`src/rtl/matrix_pkg.sv`:
```
// Shared definitions for the matrix-multiply datapath: result-writer state
// encoding and the default lane/width constants used by sequencer, cores and writer.
package matrix_pkg;

  localparam int MATRIX_CORE_COUNT = 4;
  localparam int MATRIX_ACC_W      = 32;
  localparam int MATRIX_OUT_W      = 16;
  localparam int MATRIX_ADDR_W     = 10;

  typedef enum logic {
    IDLE  = 1'b0,
    DRAIN = 1'b1
  } wr_state_e;

endpackage

```
`src/rtl/matrix_result_conv.sv`:
```
// Combinational accumulator-to-result conversion. Plain two's-complement truncation
// by default; clamps to the signed OUT_W range when MATRIX_RESULT_SATURATE_EN is defined.
module matrix_result_conv #(
  parameter int ACC_W = 32,
  parameter int OUT_W = 16
) (
  input  logic [ACC_W-1:0] acc_i,
  output logic [OUT_W-1:0] res_o
);

`ifdef MATRIX_RESULT_SATURATE_EN
  localparam logic signed [ACC_W-1:0] SAT_MAX = {{(ACC_W-OUT_W+1){1'b0}}, {(OUT_W-1){1'b1}}};
  localparam logic signed [ACC_W-1:0] SAT_MIN = {{(ACC_W-OUT_W+1){1'b1}}, {(OUT_W-1){1'b0}}};

  function automatic logic [OUT_W-1:0] sat_conv(input logic signed [ACC_W-1:0] a);
    if (a > SAT_MAX) begin
      return SAT_MAX[OUT_W-1:0];
    end else if (a < SAT_MIN) begin
      return SAT_MIN[OUT_W-1:0];
    end
    return a[OUT_W-1:0];
  endfunction

  logic signed [ACC_W-1:0] acc_s;
  assign acc_s = acc_i;
  assign res_o = sat_conv(acc_s);
`else
  function automatic logic [OUT_W-1:0] trunc_conv(input logic signed [ACC_W-1:0] a);
    return OUT_W'(a);
  endfunction

  logic signed [ACC_W-1:0] acc_s;
  assign acc_s = acc_i;
  assign res_o = trunc_conv(acc_s);
`endif

endmodule

```
`src/rtl/matrix_result_writer.sv`:
```
// Captures CORE_COUNT accumulators per row pass and drains them one lane per beat
// into result memory at row-major addresses. Conversion build option: MATRIX_RESULT_SATURATE_EN.
module matrix_result_writer
  import matrix_pkg::*;
#(
  parameter int CORE_COUNT = MATRIX_CORE_COUNT,
  parameter int ACC_W      = MATRIX_ACC_W,
  parameter int OUT_W      = MATRIX_OUT_W,
  parameter int ADDR_W     = MATRIX_ADDR_W
) (
  input  logic                        CLOCK_25,
  input  logic                        rst,
  input  logic                        i_capture,
  input  logic [CORE_COUNT*ACC_W-1:0] i_acc,
  input  logic [4:0]                  i_row_adr,
  input  logic [4:0]                  i_core_column,
  input  logic [7:0]                  i_s_matrix_column_size,
  output logic                        o_wr_en,
  output logic [ADDR_W-1:0]           o_wr_adr,
  output logic [OUT_W-1:0]            o_wr_data,
  input  logic                        i_wr_ready,
  output logic                        o_busy,
  output logic                        o_overflow,
  output logic [15:0]                 o_write_count
);

  localparam int CNT_W = $clog2(CORE_COUNT + 1);

  wr_state_e                   state_q;
  logic [CNT_W-1:0]            k_q;
  logic [CNT_W-1:0]            n_q;
  logic [CORE_COUNT*ACC_W-1:0] lanes_q;
  logic                        wr_en_q;
  logic [ADDR_W-1:0]           wr_adr_q;
  logic [OUT_W-1:0]            wr_data_q;
  logic                        busy_q;
  logic                        ovf_q;
  logic [15:0]                 cnt_q;

  logic [12:0]       base_full_d;
  logic [ADDR_W-1:0] base_d;
  logic [7:0]        diff_d;
  logic              valid_d;
  logic [CNT_W-1:0]  n_d;
  logic              hs_d;
  logic              last_d;
  logic              accept_d;
  int                lane_sel_d;
  logic [ACC_W-1:0]  conv_in_d;
  logic [OUT_W-1:0]  conv_out_d;

  // Batch geometry: row-major base address and number of in-range lanes.
  always_comb begin
    base_full_d = 13'(i_row_adr) * 13'(i_s_matrix_column_size) + 13'(i_core_column);
    base_d      = ADDR_W'(base_full_d);
    valid_d     = {3'b000, i_core_column} < i_s_matrix_column_size;
    diff_d      = i_s_matrix_column_size - {3'b000, i_core_column};
    n_d         = (32'(diff_d) >= CORE_COUNT) ? CNT_W'(CORE_COUNT) : diff_d[CNT_W-1:0];
  end

  // A capture landing on the final handshake starts the next batch with no gap.
  always_comb begin
    hs_d     = (state_q == DRAIN) && i_wr_ready;
    last_d   = hs_d && (k_q == n_q - 1'b1);
    accept_d = i_capture && valid_d && ((state_q == IDLE) || last_d);
    lane_sel_d = int'(k_q) + 1;
    if (lane_sel_d >= CORE_COUNT) begin
      lane_sel_d = 0;
    end
    conv_in_d = accept_d ? i_acc[ACC_W-1:0] : lanes_q[lane_sel_d*ACC_W +: ACC_W];
  end

  matrix_result_conv #(
    .ACC_W(ACC_W),
    .OUT_W(OUT_W)
  ) u_conv (
    .acc_i(conv_in_d),
    .res_o(conv_out_d)
  );

  always_ff @(posedge CLOCK_25) begin
    if (accept_d) begin
      lanes_q <= i_acc;
    end
  end

  always_ff @(posedge CLOCK_25) begin
    if (rst) begin
      state_q   <= IDLE;
      k_q       <= '0;
      n_q       <= '0;
      wr_en_q   <= 1'b0;
      wr_adr_q  <= '0;
      wr_data_q <= '0;
      busy_q    <= 1'b0;
      ovf_q     <= 1'b0;
      cnt_q     <= '0;
    end else begin
      if (hs_d) begin
        cnt_q <= cnt_q + 16'd1;
      end
      if (i_capture && (state_q == DRAIN) && !last_d) begin
        ovf_q <= 1'b1;
      end
      if (accept_d) begin
        state_q   <= DRAIN;
        k_q       <= '0;
        n_q       <= n_d;
        wr_en_q   <= 1'b1;
        busy_q    <= 1'b1;
        wr_adr_q  <= base_d;
        wr_data_q <= conv_out_d;
      end else if (last_d) begin
        state_q <= IDLE;
        wr_en_q <= 1'b0;
        busy_q  <= 1'b0;
      end else if (hs_d) begin
        k_q       <= k_q + 1'b1;
        wr_adr_q  <= wr_adr_q + 1'b1;
        wr_data_q <= conv_out_d;
      end
    end
  end

  assign o_wr_en       = wr_en_q;
  assign o_wr_adr      = wr_adr_q;
  assign o_wr_data     = wr_data_q;
  assign o_busy        = busy_q;
  assign o_overflow    = ovf_q;
  assign o_write_count = cnt_q;

endmodule

```
`config.mk`:
```
export PLATFORM = sky130hd
export DESIGN_NAME = matrix_result_writer
export DESIGN_NICKNAME = d
export VERILOG_FILES = /design/src/rtl/matrix_pkg.sv /design/src/rtl/matrix_result_conv.sv /design/src/rtl/matrix_result_writer.sv
export SDC_FILE = /design/constraint.sdc
export NUM_CORES = 1
export LEC_CHECK = 0
export ABC_CLOCK_PERIOD_IN_PS = 3300
export BUFFER_PORTS_ARGS = -buffer_cell sky130_fd_sc_hd__buf_2
export CORE_MARGIN = 5
export CORE_UTILIZATION = 30
export DETAILED_ROUTE_END_ITERATION = 8
export PLACE_DENSITY = 0.6
export SLEW_MARGIN = 20
export SYNTH_ARGS = -nofsm -noshare
export SYNTH_HDL_FRONTEND = slang
export SYNTH_SLANG_ARGS = --single-unit
```
`constraint.sdc`:
```
create_clock -name CLOCK_25 -period 3.3 [get_ports CLOCK_25]
set_clock_uncertainty 0.05 [all_clocks]
set_input_delay 0.33 -clock CLOCK_25 [delete_from_list [all_inputs] [get_ports CLOCK_25]]
set_output_delay 0.33 -clock CLOCK_25 [all_outputs]
set_load 0.1 [all_outputs]
```
## After elaboration in Yosys (flattened, before gate mapping)

Index checks and enable logic that the tools add are counted.

| storage, ports and cells | value |
|---|---|
| ROM bits | 0 |
| RAM bits | 0 |
| memories | 0 |
| bits in registers | 178 |
| latch bits | 0 |
| word-level logic and storage cells | 48 |

| cells by class | value |
|---|---|
| $add $sub $neg | 7 |
| muxes and demuxes | 11 |
| bitwise logic cells | 2 |
| order comparisons | 3 |
| shift operators | 1 |
| eq/ne operators | 2 |
| multiply operators | 1 |
| divide/modulo/power cells | 0 |
| reductions and logical operators | 13 |

Operator list:

| kind | count |
|---|---|
| indexed part select 128 x 10 -> 16 bit | 1 |
| two-way mux 16 bit | 4 |
| two-way mux 10 bit | 3 |
| adder 16 x 1 -> 16 bit (second input constant) | 1 |
| adder 10 x 1 -> 10 bit (second input constant) | 1 |
| adder 10 x 5 -> 10 bit | 1 |
| multiplier 5 x 8 -> 10 bit | 1 |
| >= comparator 8 x 3 -> 1 bit (second input constant) | 1 |
| < comparator 5 x 8 -> 1 bit | 1 |
| subtractor 8 x 5 -> 8 bit | 1 |
| logical AND 1 bit | 6 |
| adder 3 x 1 -> 4 bit (second input constant) | 1 |
| >= comparator 4 x 3 -> 1 bit (second input constant) | 1 |
| two-way mux 4 bit | 1 |
| AND reduction 2 bit | 2 |
| nonzero test 2 bit | 2 |
| adder 3 x 1 -> 3 bit (second input constant) | 1 |
| == test 3 bit | 1 |
| two-way mux 3 bit | 1 |
| subtractor 3 x 1 -> 3 bit (second input constant) | 1 |
| two-way mux 1 bit | 2 |
| != test 2 x 1 -> 1 bit (second input constant) | 1 |
| NOT 1 bit | 2 |
| OR reduction 2 bit | 1 |
| other kinds (2) | 2 |

## Logic depth before layout (Yosys ltp)

| depth | value |
|---|---|
| word-level depth | 9 |
| depth in mapped cells | 14 |
| depth with buffers taken out | 14 |

## Cells and area by module

Synthesis repeated with hierarchy kept, for this count alone.

| unflattened totals | value |
|---|---|
| cell total of the unflattened synthesis | 632 |
| area total of the unflattened synthesis | 8768.4 um^2 |

Modules (own cells, without submodules):

| module | area each (um^2) | instances | cells an instance |
|---|---|---|---|
| matrix_result_writer | 8648.3 | 1 | 616 |
| matrix_result_conv | 120.1 | 1 | 16 |

## Worst setup path before layout

No wires, ideal clock.

| timing path | value |
|---|---|
| path kind | input to register |
| start point | input i_s_matrix_column_size[1] |
| end point | register wr_adr_q[9], in the netlist o_wr_adr[9] |
| path slack | -267 ps |
| path buffers | 0 |
| required time | 3085 ps |
| library setup time | 165 ps |
| cell stages on the path | 12 |
| arrival time | 3352 ps |
| cells stage by stage | and2_1 -> fa_1 -> fa_1 -> inv_1 -> fa_1 -> inv_1 -> ha_1 -> o21a_1 -> a2111oi_0 -> nor3_1 -> xnor2_1 -> a21oi_1 |

| between the ends | value |
|---|---|
| word-level cells in the longest chain between the ends | 5 |
| elaborated cells between the ends (all ways) | 9 |
| those cells by class | add/sub (1); mul (1); order compare (1); eq/ne (1); mux (1); reduce/logical (4) |

RTL lines:

| item | line | text |
|---|---|---|
| from (decl) | matrix_result_writer.sv:17 | `input logic [7:0] i_s_matrix_column_size,` |
| branches (longest 5 deep; another with multiplier 5 x 8 -> 10 bit) | -- |  |
| to (signal assigned) | matrix_result_writer.sv:111 | `wr_adr_q <= base_d;` |
| to (signal assigned) | matrix_result_writer.sv:119 | `wr_adr_q <= wr_adr_q + 1'b1;` |
| to (decl) | matrix_result_writer.sv:34 | `logic [ADDR_W-1:0] wr_adr_q;` |

Parallel ways; which one is timed is not known.
A chain may end at the register's enable or synchronous reset.

## Worst setup path after layout

| timing path | value |
|---|---|
| start point | input i_row_adr[4] |
| end point | register wr_adr_q[9], in the netlist o_wr_adr[9] |

| between the ends | value |
|---|---|
| word-level cells in the longest chain between the ends | 3 |

RTL lines:

| item | line | text |
|---|---|---|
| from (decl) | matrix_result_writer.sv:15 | `input logic [4:0] i_row_adr,` |
| multiplier 5 x 8 -> 10 bit | matrix_result_writer.sv:54 | `base_full_d = 13'(i_row_adr) * 13'(i_s_matrix_column_size) + 13'(i_core_column);` |
| adder 10 x 5 -> 10 bit | matrix_result_writer.sv:54 |  |
| two-way mux 10 bit | matrix_result_writer.sv:105 | `if (accept_d) begin` |

Every way passes these cells.

==> summary.md <==
| Metric | Value |
|---|---|
| R2R setup slack | 0.66 ns |
| Clock Tree Root | clkbuf_16 |
| Worst-path maximum fanout | 5 |
| Wire per inst | 15.6 um |
| Ports | approximately 200 |
| Maxcap violations | 0 |
| Type of the worst setup path | input port to flop |
| #FFs+latches synth | ~110 |
| Final GP Congestion | between 0.7 and 0.8 |
| Routed WL | ~16 mm |
| Status | finished, final reports clean |
| Area delta synth->final | 29.9% |
| I/O Buffers | 130 |
| Count leader, synth | edfxtp_1 |
| Vias/cell | about 4.7 |
| Insertion delay to the later sink of the worst-skew pair | about 0.41 ns |
| Post-route ant nets | 0 |
| Cells after Synth | roughly 550 |
| Peak VDD IR | around 0.37 mV |
| Pre-Repair DR Iteration Count | 4 |
| Pleak | around 3.4 nW |
| Hpwl dp | 11.4 mm |
| Critical Path Source Type | input port |
| Final Hold Viols | 0 |
| Post-synth top area share | ~31% |
| Seq/Total Area, Yosys | a little under half |
| Worst R2R Start | k_q[0] |
| # placed instances | a little under 1000 |
| Grt total ovfl | 0 |
| Die W | 153 um |
| Placed cell area | between 7000 and 8000 sq um |
| Post-route DRC | 0 |
| Synth unique cells | a little under 60 |
| Pins Over Slew Limit | 0 |
| Ys async rst share | 0% |
| Pin count of the biggest net entering global routing | 43 |
| Comb pwr share | 28.3% |
| Num rows | 52 |
| First-pass GRT wire length | ~26 mm |
| Unrepaired setup endpoints after global routing | yes |
| Mapped Nets | between 700 and 800 |
| Clock power share | 36.0% |
| Net Sw Power | roughly 1.5 mW |
| Syn avg cell area | ~11 sq um |
| Switching Fraction | approximately a third |
| Worst slew margin | between 30% and 40% |
| CORE AREA | approximately 20000 sq um |
| Final setup margin | ~0.10 ns |
| Routed vias | 4729 |
| CTS Buffer Depth | 2 |
| Initial Util | approximately 30% |
| Share of cells above drive strength 1 | 33.9% |
| Final Setup Violations | 0 |
| WHS Endpoint | lanes_q[110] |
| Die area | about 23000 sq um |
| Critical R2R Capture | o_wr_data[7] |
| Place WS | -0.308 ns |
| TritonCTS clock tree | yes |
| Yosys warns | 0 |
| Final cell count without fillers | about 1000 |
| Clock transition at path regs | 0.06 ns |
| Pwr Total | between 4 and 5 mW |
| Synth area leaders | edfxtp_1, dfxtp_1, fa_1 |
| Worst EP arrival | around 3.4 ns |
| Worst Max-Slew Pin Slew | between 0.9 and 1 ns |
| H-tree levels | 4 |
| Vias in the first global route | 4863 |
| TritonCTS buffer count | 17 |
| Synth top cells by count | edfxtp_1, nand2_1, dfxtp_1, inv_1, nor2_1 |
| Hold/Removal Path Class | input port to flop |
| CP endpoint kind | flop |
| Main synth FF type | edfxtp_1 |
| Internal power | around 3.2 mW |
| Sequential share of power | approximately 36% |
| Reg2Reg Depth | 6 |
| Minimum clock period | 3.20 ns |
| Cell area after layout | around 8000 sq um |
| # nets final | a little over 900 |
| Initial DRC Count | 198 |
| Hold path depth | 1 |
| WP data required | 3.54 ns |
| Die Y-Extent | about 150 um |
| Synth area leader | edfxtp_1 |
| CTS Sinks | approximately 110 |
| Hold Crit Start | i_acc[110] |
| Peak Freq | 0.313 GHz |
| Antenna violations before repair | 2 |
| GRT Overall Usage | between 10 and 15% |
| Tcrit/Tclk final | 96.9% |
| Post-synth EDFFs | between 60 and 70 |
| Synthesized cell area | between 6000 and 7000 sq um |
| PwrDens | 584 nW/um^2 |
==> layout make-up <==
type	count	area, sq um
timing repair buffer	170	988
tap	270	338
clock inverter	11	88.8
fill	2002	12200
sequential	114	2920
antenna	2	5.00
multi-input combinational	374	3040
inverter	42	158
clock buffer	21	450
==> per-layer routing <==
layer,vias to the layer above,global-route usage [%],wire length (um)
met1,2272,17.0,6750
met5,-,0,0
met4,0,4.45,252
li1,2326,-,-
met2,113,22.7,7750
met3,18,4.16,919
==> layout by cell type (no fill, tap or decap), types with 21 or more instances in the layout <==
cell type,count
edfxtp_1,64
buf_2,126
nand2_1,55
a21oi_1,24
buf_4,40
dfxtp_1,50
inv_1,39
and3_1,21
ha_1,22
nor2_1,29
fa_1,21
and2_1,22
==> cells by family (layout without fill, tap and decap cells) <==
logic type,Yosys count,in the layout,synth area share (%)
adder cells (fa/ha/maj),47,47,12.2
flip-flops,114,114,47.5
XOR/XNOR,34,34,5.33
buffers and inverters,64,244,4.60
AND/OR/NAND/NOR,186,186,15.5
multiplexers,18,18,3.48
AO/OA/AOI/OAI,89,89,11.4
other,0,2,0
==> power by group through the flow <==
stage	Combinational [mW]	Sequential (mW)	Clock, mW
global route	1.45	1.68	1.79
finish	1.32	1.67	1.68
global placement	1.25	1.69	0
detailed placement	1.26	1.70	0
CTS	1.27	1.67	1.72
floorplan	0.607	2.00	0
==> worst max-delay path, stage by stage <==
cell and delay [ns]:
buf_8 0.10, and2_4 0.15, fa_1 0.51, fa_1 0.51, inv_1 0.05, fa_1 0.52, inv_2 0.05, ha_4 0.21
o21a_4 0.22, a2111oi_4 0.37, nor3_2 0.09, xnor2_1 0.22, a21oi_1 0.09
==> state kept, by name (all words and copies together) (netlist names) <==
| signal | count |
|---|---|
| lanes_q | 64 |
| o_wr_data | 16 |
| o_write_count | 16 |
| o_wr_adr | 10 |
| k_q | 3 |
| n_q | 3 |
| o_busy | 1 |
| o_overflow | 1 |
==> how the worst max path moves through the flow <==
stage | from | to | slack (ns) | cells after the start
after detailed placement | i_s_matrix_column_size[2] | o_wr_adr[8] | -0.31 | 13
final | i_row_adr[4] | o_wr_adr[9] | 0.10 | 13
after floorplan | i_s_matrix_column_size[2] | o_wr_adr[8] | 0.002 | 12
after global placement | i_row_adr[2] | o_wr_adr[9] | -0.29 | 13
after global routing | i_row_adr[4] | o_wr_adr[9] | -0.04 | 13
after CTS | i_row_adr[2] | o_wr_adr[9] | 0.13 | 13
==> timing repair <==
item | 4_1_cts | 5_1_grt
gates resized for setup | 0 | 19
buffers inserted | 0 | 2
endpoints found under the setup margin | 0 | 2
hold buffers | 0 | 0
==> stage by stage <==
stage / utilization (%) / TNS, ns / hold slack, ns
after floorplan: - / 0 / 0.379
after global placement: 36.4 / -1.09 / 0.394
after detailed placement: 36.4 / -1.17 / 0.404
after CTS: 39.1 / 0 / 0.0236
after global routing: 39.5 / -0.0410 / 0.0204
final: 39.5 / 0 / 0.0438
(Power assumes the default switching activity.)
